**src/rtl/req_ack_responder.sv**
```systemverilog
// Handshake target: acks each rising edge of req after lat_cfg+2 cycles, queueing up to DEPTH.
// Optional jitter on the ack latency is enabled by defining RSP_JITTER_EN.
module req_ack_responder #(
   parameter int         LAT_W     = 4,
   parameter int         DEPTH     = 4,
   parameter int         CNT_W     = 3,
   parameter int         JIT_W     = 2,
   parameter logic [7:0] LFSR_SEED = 8'hA5
) (
   input  logic             clk,
   input  logic             rst,
   input  logic             req,
   input  logic [LAT_W-1:0] lat_cfg,
   output logic             ack,
   output logic             busy,
   output logic [CNT_W-1:0] pending,
   output logic             overflow
);

   localparam int CW = LAT_W + 1;

   typedef enum logic [1:0] {
      S_IDLE = 2'd0,
      S_WAIT = 2'd1,
      S_ACK  = 2'd2
   } state_t;

   state_t        state;
   logic [CW-1:0] cnt;
   logic [CW-1:0] cnt_load;
   logic          req_q;
   logic          rise;
   logic          dec;
   logic          full;
   logic          inc;

   assign rise = req & ~req_q;
   assign dec  = (state == S_ACK);
   assign full = (pending == CNT_W'(DEPTH));
   // a rise at full occupancy still fits when a slot frees on the same edge
   assign inc  = rise & (~full | dec);

`ifdef RSP_JITTER_EN
   logic [7:0] lfsr;

   always_ff @(posedge clk) begin
      if (rst) begin
         lfsr <= LFSR_SEED;
      end else begin
         lfsr <= {lfsr[6:0], lfsr[7] ^ lfsr[5] ^ lfsr[4] ^ lfsr[3]};
      end
   end

   assign cnt_load = {1'b0, lat_cfg} + CW'(lfsr[JIT_W-1:0]);
`else
   logic unused_cfg;

   assign unused_cfg = ^{LFSR_SEED, 32'(JIT_W)};
   assign cnt_load   = {1'b0, lat_cfg};
`endif

   always_ff @(posedge clk) begin
      if (rst) begin
         state    <= S_IDLE;
         cnt      <= '0;
         req_q    <= 1'b1;
         ack      <= 1'b0;
         busy     <= 1'b0;
         pending  <= '0;
         overflow <= 1'b0;
      end else begin
         req_q <= req;
         ack   <= 1'b0;

         if (inc && !dec) begin
            pending <= pending + CNT_W'(1);
         end else if (dec && !inc) begin
            pending <= pending - CNT_W'(1);
         end

         if (rise && full && !dec) begin
            overflow <= 1'b1;
         end

         unique case (state)
            S_IDLE: begin
               if (pending != '0) begin
                  state <= S_WAIT;
                  cnt   <= cnt_load;
                  busy  <= 1'b1;
               end
            end
            S_WAIT: begin
               if (cnt != '0) begin
                  cnt <= cnt - CW'(1);
               end else begin
                  state <= S_ACK;
                  ack   <= 1'b1;
               end
            end
            S_ACK: begin
               if (pending >= CNT_W'(2)) begin
                  state <= S_WAIT;
                  cnt   <= cnt_load;
               end else begin
                  state <= S_IDLE;
                  busy  <= 1'b0;
               end
            end
            default: begin
               state <= S_IDLE;
               busy  <= 1'b0;
            end
         endcase
      end
   end

endmodule

```
**config.mk**
```make
export PLATFORM = sky130hd
export DESIGN_NAME = req_ack_responder
export DESIGN_NICKNAME = d
export VERILOG_FILES = /design/src/rtl/req_ack_responder.sv
export SDC_FILE = /design/constraint.sdc
export NUM_CORES = 1
export LEC_CHECK = 0
export ABC_AREA = 0
export CORE_MARGIN = 5
export CORE_UTILIZATION = 52
export CTS_CLUSTER_DIAMETER = 200
export CTS_CLUSTER_SIZE = 25
export DETAILED_ROUTE_END_ITERATION = 7
export PLACE_DENSITY = 0.9
export SYNTH_ARGS = -nofsm -noshare
export SYNTH_HDL_FRONTEND = slang
export SYNTH_SLANG_ARGS = --single-unit
export TNS_END_PERCENT = 50
```
**constraint.sdc**
```tcl
create_clock -name clk -period 5 [get_ports clk]
set_input_delay 1 -clock clk [delete_from_list [all_inputs] [get_ports clk]]
set_output_delay 1 -clock clk [all_outputs]
set_load 0.005 [all_outputs]
```
==> results of run 1 <==
## stage by stage
| step | setup WS (ns) | cells | hold WS [ns] |
|---|---|---|---|
| floorplan | 2.592 | 74 | 0.4605 |
| global placement | 2.042 | 100 | 0.4559 |
| detailed placement | 1.990 | 100 | 0.4635 |
| CTS | 2.285 | 104 | 0.4835 |
| global route | 2.214 | 104 | 0.5327 |
| finish | 2.275 | 104 | 0.4700 |
## metal layers
| layer | share of wire [%] | up-vias | global-route usage, % |
|---|---|---|---|
| met5 | 0 | - | 0 |
| met3 | 3.1 | 2 | 1.563 |
| met4 | 1.3 | 0 | 10.23 |
| li1 | - | 289 | - |
| met2 | 53 | 15 | 25.55 |
| met1 | 43 | 286 | 17.25 |
## layout make-up
type | instances | area share (%)
multi-input cells | 54 | 45.15
flip-flops and latches | 14 | 32.42
repair buffers | 12 | 13.89
clock buffers | 4 | 4.197
inverters | 5 | 2.171
well taps | 15 | 2.171
## cell usage after synthesis (all sizes together)
| library cell | count |
|---|---|
| a211oi | 2 |
| nor2 | 11 |
| o21bai | 2 |
| nor3b | 2 |
| fa | 1 |
| nand2 | 2 |
| xor2 | 3 |
| mux2i | 3 |
| ha | 2 |
| o31ai | 1 |
| o21ai | 1 |
| mux2 | 1 |
| nand3 | 4 |
| nor3 | 2 |
| dfxtp | 14 |
| a21oi | 5 |
| nand2b | 3 |
| or4 | 1 |
| a31oi | 1 |
| clkbuf | 1 |
| o2111ai | 1 |
| or3 | 1 |
| nor2b | 2 |
| inv | 5 |
| and3 | 1 |
| a32oi | 1 |
| or2 | 1 |
## power groups by stage
stage               logic [mW]  clock network, mW  registers, mW
floorplan                0.156                  0          0.170
global placement         0.205                  0          0.174
detailed placement       0.212                  0          0.175
CTS                      0.218             0.0829          0.174
global route             0.241             0.0869          0.179
finish                   0.216             0.0798          0.176
## cells by family (layout without fill, tap and decap cells)
kind of cell / count (synthesis) / in the layout / synth area share, %
XOR/XNOR: 3 / 3 / 3.791
buffers and inverters: 6 / 21 / 3.249
multiplexers: 4 / 4 / 5.957
AND/OR/NAND/NOR: 30 / 30 / 23.65
AO/OA/AOI/OAI: 14 / 14 / 16.43
flip-flops: 14 / 14 / 40.43
adder cells (fa/ha/maj): 3 / 3 / 6.498
## worst min-delay path: stages (launching register included)
cell,delay [ns]
sky130_fd_sc_hd__dfxtp_1,0.33
sky130_fd_sc_hd__a31oi_1,0.04
sky130_fd_sc_hd__nor2_1,0.06
## registers in the layout, summed over array words and instances (netlist names)
signal    cells
overflow      1
state         2
req_q         1
ack           1
cnt           5
busy          1
pending       3
## worst max-delay path by stage
stage | from | to | slack (ns)
6_report | req | pending[2] | 2.27
5_1_grt | req | pending[2] | 2.21
2_1_floorplan | req | pending[2] | 2.59
3_3_place_gp | req | pending[2] | 2.04
4_1_cts | req | pending[2] | 2.28
3_5_place_dp | req | pending[2] | 1.99
==> impl_metrics.ini, run 1 <==
[power_and_ir_drop]
part_of_the_total_power_dissipated_in_combinational_logic_pct = 45.8
clock_power_share_pct = 16.9
power.switching_fraction_pct = 37.20
power.ir.vdd_worst_mv = 0.2550
cellLeakagePower_nw = 0.3389
power_density_nw_per_um2 = 545.2
seq_power_share_pct = 37.2
report.power.total_uw = 471.4
power.switching_uw = 175.3
cell_int_power_uw = 296.0

[clocking]
cts_root_buffer = sky130_fd_sc_hd__clkbuf_4
cts_buffer_depth = 2
clock_tree_from_tritoncts = yes
cts_htree_levels = 1
numClockSinks = 14
post_cts_resize_count = 0
hold_buffers = 0
tritoncts.num_buffers = 3
cts_setup_buffers = 0
worst_setup_hold_path_clk_slew_ns = 0.08
clkLatencyLatePin_ns = 0.27

[layout]
antenna-diode-count = 0
final_cell_mix = sky130_fd_sc_hd__dfxtp_1, sky130_fd_sc_hd__clkdlybuf4s50_1, sky130_fd_sc_hd__nor2_1, sky130_fd_sc_hd__inv_1, sky130_fd_sc_hd__a21oi_1
postLayoutCellArea_sq_um = 864.6
post-route-util_pct = 67.28
syn_to_final_growth_pct = 24.73
n_fill_cell = 102
sequential_cell_area_sq_um = 280.3
fin_nets = 100
layout_commonest_cell = sky130_fd_sc_hd__dfxtp_1
multi_input_area_sq_um = 390.4
ratio_of_cells_with_drive_above_1_in_the_final_layout_pct = 12.36

[timing]
fin_crit_ns = 2.725
clock.fmax_mhz = 366.9
report.final.setup_viol = 0
tightestPinTransition_ns = 0.4760
timing_hold_violations_final = 0
slew_headroom_pct = 68.17
layout_worst_path_cycle_share_pct = 54.50
timing.setup.tns_ns = 0
worst_clock_skew_ns = 0.006117
final-max-slew-violation-count = 0
grt_setup_unrepaired = no

[setup_path]
timing.rr.start = pending[0]
r2r_setup_slack_ns = 2.75
critical_path_buf_inv_count = 2
crit-reg2reg-capture = pending[2]
rr_worst_depth = 9
cpMaxStageDelayCell = sky130_fd_sc_hd__clkdlybuf4s50_1
crit_path_end_kind = flip-flop
worstPathMaxFanout = 3
crit_family = adder cells
worst-setup-path-type = primary input to flip-flop
critical_path_required_ns = 5.20
timing.critical_path.arrival_ns = 2.92
path_cells = clkdlybuf4s50_1, nor3b_1, ha_1, inv_1, fa_1, xor2_1, or3_1, a21oi_1
critical_path.max_stage_delay_ns = 0.48
critical_path_cell_count = 8
critPathLaunchType = primary input

[logic_synthesis]
ys_types = 31
count_of_mapped_cells_out_of_synthesis = 74
yosysTopAreaCellShare_pct = 40.43
synth_area_per_cell_sq_um = 9.367
syn_nets = 84
yosys_warnings = 0
synth_seq_area_share_pct = 40.43
ys_top_cells_by_area = sky130_fd_sc_hd__dfxtp_1, sky130_fd_sc_hd__nor2_1, sky130_fd_sc_hd__mux2i_1
synth-seq-cells = 14
synth_area_sq_um = 693.2
netlist.top_cell.by_area = sky130_fd_sc_hd__dfxtp_1

[global_routing]
global_route.usage.total_pct = 15.00
grt-ovfl-total = 0
largest_net_degree_at_the_start_of_global_routing = 15
grt_pass1_wl_mm = 2.311
grt_antenna_before_repair = 0
grt_pass1_vias = 561

[route]
drc = 0
routed_wl_mm = 1.397
dr_total_vias = 592
drt-pass1-iter-count = 5
drt_iter0_drc = 22
wl_per_cell_um = 13.43
route.detailed.vias_per_inst = 5.692
detail-route-antenna-nets = 0

[job]
number_of_maximum_capacitance_violations = 0

[placed_design]
gp_congestion = 0.7206
postPlaceCellArea_sq_um = 828.3
detailed_place_hpwl_um = 958.8
portBuffers = 12

[floorplan]
die_w_um = 46.51
fp.dieArea_sq_um = 2163
design.core.area_sq_um = 1285
initial_utilization_pct = 53.94
std_cell_rows = 13
io_pins = 13
die_height_um = 46.51

[status]
run_status = completed

[hold_path]
worstHoldStart = overflow
destination_of_the_worst_hold_path = overflow
timing.hold.worst_path_depth = 2
hold_class = flip-flop to flip-flop
(Power assumes the default switching activity.)
==> inputs of run 2 (changes only) <==
- CORE_UTILIZATION: 52 -> 44
- PLACE_DENSITY: 0.9 -> 0.82
- clock period: 5 -> 2.4 ns (I/O delays scaled with it)
==> run 2 against run 1 <==
Net effect: cell count increased by 3.8%; design area increased by 2.9%; hold slack improved by 0.0078 ns; count of clock-buffer cells in the layout unchanged.
==> impl_metrics.ini, run 2 (synthesized netlist as in run 1, its figures left out) <==
[clocking]
numClockSinks = 14
worst_setup_hold_path_clk_slew_ns = 0.08
clkLatencyLatePin_ns = 0.28
cts_htree_levels = 1
clock_tree_from_tritoncts = yes
cts_buffer_depth = 2
hold_buffers = 0
cts_root_buffer = sky130_fd_sc_hd__clkbuf_4
cts_setup_buffers = 0
post_cts_resize_count = 0
tritoncts.num_buffers = 3

[global_routing]
grt_pass1_wl_mm = 2.270
grt-ovfl-total = 0
grt_pass1_vias = 519
largest_net_degree_at_the_start_of_global_routing = 9
grt_antenna_before_repair = 0
global_route.usage.total_pct = 11.94

[route]
drt_iter0_drc = 9
drc = 0
detail-route-antenna-nets = 0
dr_total_vias = 567
route.detailed.vias_per_inst = 5.250
routed_wl_mm = 1.314
drt-pass1-iter-count = 3
wl_per_cell_um = 12.17

[setup_path]
timing.critical_path.arrival_ns = 2.41
crit_path_end_kind = flip-flop
worstPathMaxFanout = 6
rr_worst_depth = 9
critPathLaunchType = flip-flop
critical_path_required_ns = 2.62
worst-setup-path-type = flip-flop to flip-flop
r2r_setup_slack_ns = 0.21

[timing]
report.final.setup_viol = 0
clock.fmax_mhz = 455.8
final-max-slew-violation-count = 0
layout_worst_path_cycle_share_pct = 91.41
slew_headroom_pct = 78.22
fin_crit_ns = 2.194
timing_hold_violations_final = 0
timing.hold.ws_ns = 0.4778
grt_setup_unrepaired = no
tightestPinTransition_ns = 0.3252
worst_clock_skew_ns = 0.002061

[layout]
layout_commonest_cell = sky130_fd_sc_hd__dfxtp_1
registers.top_by_ff_count = cnt
antenna-diode-count = 0
fin_nets = 103
syn_to_final_growth_pct = 28.34
final_cell_mix = sky130_fd_sc_hd__dfxtp_1, sky130_fd_sc_hd__clkdlybuf4s50_1, sky130_fd_sc_hd__nor2_1, sky130_fd_sc_hd__inv_1, sky130_fd_sc_hd__a21oi_1
postLayoutCellArea_sq_um = 889.6
largestRegisters = cnt x5, pending x3, state x2
n_fill_cell = 133
post-route-util_pct = 59.05
ratio_of_cells_with_drive_above_1_in_the_final_layout_pct = 16.30
largest_register_ff_count = 5

[floorplan]
std_cell_rows = 14
design.core.area_sq_um = 1506
die_height_um = 49.69
die_w_um = 49.69
fp.dieArea_sq_um = 2469
io_pins = 13
initial_utilization_pct = 46.01

[status]
run_status = completed

[power_and_ir_drop]
power_density_nw_per_um2 = 1104
power.ir.vdd_worst_mv = 0.4949
clock_power_share_pct = 17.3
power.switching_uw = 356.4
seq_power_share_pct = 35.9
part_of_the_total_power_dissipated_in_combinational_logic_pct = 46.9
cellLeakagePower_nw = 0.3548
cell_int_power_uw = 626.2
power.switching_fraction_pct = 36.27

[placed_design]
gp_congestion = 0.7146
postPlaceCellArea_sq_um = 852.1
detailed_place_hpwl_mm = 1.057
portBuffers = 12

[job]
number_of_maximum_capacitance_violations = 0

[hold_path]
hold_class = flip-flop to flip-flop
timing.hold.worst_path_depth = 2
[run 2: routing by layer]
metal	GRT usage, %	up-vias	share of wire [%]	wire [um]
li1	-	295	-	-
met1	14.42	260	46	605
met2	18.43	8	49	641
met3	3.012	4	3.0	40
met4	7.860	0	2.0	26
met5	0	-	0	0
[run 2: final cells by class]
class / instances / area (sq um) / area share [%]
clock buffers: 4 / 36.28 / 4.079
inverters: 5 / 18.77 / 2.110
multi-input cells: 54 / 390.4 / 43.88
flip-flops and latches: 14 / 281.5 / 31.65
well taps: 16 / 20.02 / 2.250
repair buffers: 15 / 142.6 / 16.03
[run 2: worst paths after layout]
kind,startpoint,to
worst min register to register,overflow,overflow
worst min-delay path,overflow,overflow
worst max register to register,pending[1],pending[2]
worst max-delay path,pending[1],pending[2]
[run 2: per-stage QoR]
| stage | TNS [ns] | cells | setup slack [ns] | power (mW) |
|---|---|---|---|---|
| after floorplan | 0 | 74 | 0.3033 | 0.6793 |
| after global placement | -0.006393 | 104 | -0.006393 | 0.8037 |
| after detailed placement | -0.05297 | 104 | -0.05297 | 0.8193 |
| after CTS | 0 | 108 | 0.1572 | 0.9929 |
| after global routing | 0 | 108 | 0.02850 | 1.071 |
| final | 0 | 108 | 0.2062 | 0.9825 |
[run 2: power by group through the flow]
stage	logic [mW]	registers [mW]	clock network [mW]
2_1_floorplan	0.325	0.354	0
3_3_place_gp	0.449	0.355	0
3_5_place_dp	0.462	0.358	0
4_1_cts	0.466	0.352	0.174
5_1_grt	0.517	0.365	0.189
6_report	0.460	0.353	0.170
[run 2: critical path, stage by stage (launching register included)]
cell and delay, ns:
sky130_fd_sc_hd__dfxtp_1 0.46, sky130_fd_sc_hd__nor2_1 0.07, sky130_fd_sc_hd__and3_1 0.20, sky130_fd_sc_hd__nor3b_1 0.18, sky130_fd_sc_hd__ha_1 0.20, sky130_fd_sc_hd__inv_1 0.06
sky130_fd_sc_hd__fa_1 0.38, sky130_fd_sc_hd__xor2_1 0.16, sky130_fd_sc_hd__or3_1 0.30, sky130_fd_sc_hd__a21oi_1 0.13
==> inputs of run 3 (changes only) <==
- CTS_CLUSTER_SIZE: 25 -> unset
==> results of run 3 <==
The final DEF is identical to that of run 2; final timing and power are the same.
